## config.mk

```make
export PLATFORM = sky130hd
export DESIGN_NAME = par_to_ser_stream
export DESIGN_NICKNAME = d
export VERILOG_FILES = /design/src/rtl/par_to_ser_stream.sv
export SDC_FILE = /design/constraint.sdc
export NUM_CORES = 1
export LEC_CHECK = 0
export BUFFER_PORTS_ARGS = -buffer_cell sky130_fd_sc_hd__buf_2
export CAP_MARGIN = 15
export CORE_MARGIN = 10
export CORE_UTILIZATION = 25
export DETAILED_ROUTE_END_ITERATION = 7
export HOLD_SLACK_MARGIN = 0.05
export SYNTH_ARGS = -nofsm -noshare
export SYNTH_HDL_FRONTEND = slang
export SYNTH_SLANG_ARGS = --single-unit
```

## constraint.sdc

```tcl
create_clock -name clk -period 1.6 [get_ports clk]
set_input_delay 0 -clock clk [delete_from_list [all_inputs] [get_ports clk]]
set_output_delay 0 -clock clk [all_outputs]
set_load 0.1 [all_outputs]
```

## src/rtl/par_to_ser_stream.sv

```systemverilog
// Parallel-to-serial converter with valid/ready on both sides: one WIDTH-bit word in,
// one bit per transfer out, with backpressure, no-bubble back-to-back words and abort.
module par_to_ser_stream #(
    parameter int WIDTH     = 4,
    parameter bit MSB_FIRST = 1'b0,
    parameter int CNT_W     = 8
) (
    input  logic             clk,
    input  logic             rst,
    input  logic             in_valid,
    output logic             in_ready,
    input  logic [WIDTH-1:0] in_data,
    input  logic             abort,
    output logic             ser_valid,
    input  logic             ser_ready,
    output logic             ser_out,
    output logic             ser_last,
    output logic [CNT_W-1:0] word_count
);

    localparam int IDX_W = $clog2(WIDTH);
    localparam logic [IDX_W-1:0] LAST_IDX = IDX_W'(WIDTH - 1);

    typedef enum logic {
        IDLE  = 1'b0,
        SHIFT = 1'b1
    } state_t;

    state_t             state_q, state_d;
    logic [WIDTH-1:0]   shreg_q, shreg_d;
    logic [IDX_W-1:0]   bit_idx_q, bit_idx_d;
    logic [CNT_W-1:0]   word_count_q, word_count_d;

    logic xfer;
    logic last_xfer;
    logic accept;
    logic [WIDTH-1:0] shreg_shifted;

    always_ff @(posedge clk or posedge rst) begin
        if (rst) begin
            state_q      <= IDLE;
            shreg_q      <= '0;
            bit_idx_q    <= '0;
            word_count_q <= '0;
        end else begin
            state_q      <= state_d;
            shreg_q      <= shreg_d;
            bit_idx_q    <= bit_idx_d;
            word_count_q <= word_count_d;
        end
    end

    always_comb begin
        ser_valid     = (state_q == SHIFT);
        ser_last      = ser_valid && (bit_idx_q == LAST_IDX);
        ser_out       = ser_valid ? (MSB_FIRST ? shreg_q[WIDTH-1] : shreg_q[0]) : 1'b0;
        xfer          = ser_valid && ser_ready;
        last_xfer     = xfer && (bit_idx_q == LAST_IDX);
        // Gating with abort keeps an aborted cycle from swallowing an upstream word.
        in_ready      = !rst && !abort && ((state_q == IDLE) || last_xfer);
        accept        = in_valid && in_ready;
        shreg_shifted = MSB_FIRST ? (shreg_q << 1) : (shreg_q >> 1);
    end

    always_comb begin
        state_d      = state_q;
        shreg_d      = shreg_q;
        bit_idx_d    = bit_idx_q;
        word_count_d = word_count_q;

        if (abort) begin
            state_d   = IDLE;
            bit_idx_d = '0;
        end else begin
            case (state_q)
                IDLE: begin
                    if (accept) begin
                        shreg_d   = in_data;
                        bit_idx_d = '0;
                        state_d   = SHIFT;
                    end
                end
                SHIFT: begin
                    if (last_xfer) begin
                        word_count_d = word_count_q + CNT_W'(1);
                        if (accept) begin
                            shreg_d   = in_data;
                            bit_idx_d = '0;
                        end else begin
                            shreg_d   = shreg_shifted;
                            bit_idx_d = '0;
                            state_d   = IDLE;
                        end
                    end else if (xfer) begin
                        shreg_d   = shreg_shifted;
                        bit_idx_d = bit_idx_q + IDX_W'(1);
                    end
                end
                default: state_d = IDLE;
            endcase
        end
    end

    assign word_count = word_count_q;

endmodule

```

==> impl_metrics.toml <==
[run_status]
status = "finished, final reports clean"

[synth]
syn_nets = 81
ys_seq_area_share_pct = 50.3
synth_area_leaders = "dfrtp_1 50%, xnor2_1 8.2%, a21oi_1 4.0%"
synth-seq-cells = 15
synth_warnings = 0
postSynthAreaPerCell_um2 = 10.7
yosys.area.top_type_share_pct = 50.3
syn_inst = 70
syn_area_um2 = 747
yosys.cell_types.count = 24
synth_top_area_cell = "dfrtp_1"

[timing]
maxSlewViolCount = 0
fmax_ghz = 0.642
relSlewSlack_pct = 59.5
period_minus_slack_ns = 1.56
rsz0062_at_grt = "true"
fin_crit_sh_pct = 97.3
finalSetupViolCount = 0
skew_ns = 0.00324
hold_viol_final = 0
tightest_slew_ns = 0.606
tns_ns = 0

[worst_setup_path]
critPathKind = "flip-flop to flip-flop"
crit_slowest_cell = "dfrtp_1"
cp_cell_sequence = "ha_2 > buf_4 > and4b_2 > and4_4 > nand3_2 > xnor2_2"
crit_arrival_ns = 1.74
ff2ff_setup_slack_ns = 0.04
startpoint_type = "flip-flop"
worstPathRequired_ns = 1.78
crit_path_max_incr_delay_ns = 0.37
crit_start = "bit_idx_q[0]"
cp_max_fo = 5
end_kind = "flip-flop"
r2r_start = "bit_idx_q[0]"

[job]
drv_cap = 0

[placement]
gp_congestion = 0.770
io_buffers = 20
placed_area_um2 = 936

[floorplanning]
core_area_mm2 = 0.00281
die-area_mm2 = 0.00557
fp-row-count = 19
die_w_um = 74.7
floorplan.initialDensity_pct = 26.6
io_pins = 21
die_h_um = 74.7

[finish]
synthToLayoutAreaGrowth_pct = 44.9
finalInstanceArea_mm2 = 0.00108
drive_gt1_share_pct = 45.3
fin_nets = 118
n_antenna_cell = 0

[clock_network]
cts.sinks = 15
cts.clk_slew.worst_paths_ns = 0.10
clk_latency_ns = 0.28
cts_made_buffers = 3
cts.path.max_buffers = 2
clock-root-buffer = "clkbuf_4"
cts_tree = "built"
htreeDepth = 1

[min_path]
min-delay-start = "in_valid"
hold_class = "input pin to flip-flop"

[power]
leakage_nw = 0.518
powerDensity_mw_per_mm2 = 745
peakVddDrop_mv = 0.287

[global_route]
grt_max_degree = 16
grt-ovfl-total = 0
antenna_found_initial = 0
grt_usage_pct = 7.02
grt_first_pass_wirelength_um = 3060
grt_pass1_vias = 689

[drt]
ant_nets = 0
wl_um = 1850
first_pass_iters = 6
via_per_inst = 4.82
wl_per_cell_um = 13.5
drtIter0Drc = 20
vias = 661
drcViolationCount = 0
synthesized netlist by cell type (all sizes together):
library cell	number
a211oi	1
a21oi	7
and2	2
and3	1
and4	1
and4b	1
buf	1
dfrtp	15
ha	2
inv	2
mux2	1
mux2i	3
nand2	8
nand2b	1
nand3	6
nand3b	1
nand4	2
nand4b	1
nor2	4
o21ai	1
o31ai	1
or3b	1
xnor2	7
what timing repair did:
| item | 4_1_cts | 5_1_grt |
|---|---|---|
| pin swaps | 2 | 4 |
| endpoints found under the setup margin | 1 | 4 |
| hold endpoints to repair | 22 | 0 |
| setup buffers | 3 | 1 |
| hold buffers | 7 | 0 |
| gates resized for setup | 2 | 3 |
cell families (layout without fill, tap and decap cells):
group	Yosys count	count (layout)	synth area share, %
flops	15	15	50.3
xor+xnor	7	7	8.21
simple gates	29	29	21.3
buf+inv	3	39	1.67
compound gates	10	10	9.72
mux	4	4	5.53
fa+ha+maj	2	2	3.35
area by class of cell:
type	instances	area, um^2
Clock buffer	3	22.5
Clock inverter	1	5.00
Fill cell	280	1720
Inverter	2	7.51
Multi-Input combinational cell	52	393
Sequential cell	15	385
Tap cell	31	38.8
Timing Repair Buffer	33	230
critical path, delay by kind of cell, from the launching register on:
| kind | cells | cell delay, ns |
|---|---|---|
| XOR/XNOR | 1 | 0.15 |
| adder cells (fa/ha/maj) | 1 | 0.21 |
| buffers and inverters | 1 | 0.12 |
| flip-flops | 1 | 0.37 |
| AND/OR/NAND/NOR | 3 | 0.62 |
registers in the layout, summed over array words and instances, names as in the netlist:
register	flops
shreg_q	4
bit_idx_q	2
word_count	8
ser_valid	1
stage by stage:
step	hold WS (ns)	setup slack (ns)	power, W	util [%]	instances
after global routing	0.111	-0.00549	0.000857	38.6	137
final	0.104	0.0426	0.000806	38.6	137
after detailed placement	0.149	0.0767	0.000573	33.4	122
after global placement	0.130	0.133	0.000568	33.4	122
after CTS	0.0807	0.0178	0.000818	37.8	136
after floorplan	-0.0988	-0.0920	0.000530	-	70
final timing paths:
kind                                  to  depth (start not counted)
setup / recovery           word_count[7]                          6
hold / removal                 ser_valid                          3
setup reg to reg           word_count[7]                          6
hold reg to reg            word_count[7]                          1
max in group asynchronous      ser_valid                          3
min in group asynchronous      ser_valid                          3
placed cells by master, fill, tap and decap left out:
master	netlist	routed
a211oi_4	0	1
a21oi_1	6	6
a21oi_2	1	1
and2_2	0	2
and3_1	1	1
and4_4	1	1
and4b_2	0	1
buf_12	0	1
buf_2	1	19
buf_4	0	6
clkbuf_4	0	3
clkinv_2	0	1
dfrtp_1	15	9
dfrtp_2	0	5
dfrtp_4	0	1
dlygate4sd3_1	0	7
ha_1	2	1
ha_2	0	1
inv_1	2	2
mux2_2	1	1
mux2i_1	3	3
nand2_1	8	7
nand2_2	0	1
nand2b_1	1	1
nand3_1	6	5
nand3_2	0	1
nand3b_1	1	1
nand4_1	2	2
nand4b_1	1	1
nor2_1	4	4
o21ai_0	1	1
o31ai_4	1	1
or3b_1	1	1
xnor2_1	7	6
xnor2_2	0	1
per-layer routing:
metal | wire length [um] | track usage, % | up-vias | share of wire [%]
met3 | 141 | 2.50 | 2 | 7.6
li1 | - | - | 319 | -
met4 | 14 | 3.15 | 0 | 0.76
met5 | 0 | 0 | - | 0
met2 | 916 | 11.4 | 22 | 50
met1 | 772 | 8.12 | 318 | 42
power by group:
part	switching, W	total [W]	internal, W	leakage, nW
clock network	0.000132	0.000225	0.0000928	0.0177
logic	0.0000997	0.000161	0.0000615	0.312
registers	0.0000136	0.000420	0.000406	0.188
(Power assumes the default switching activity.)
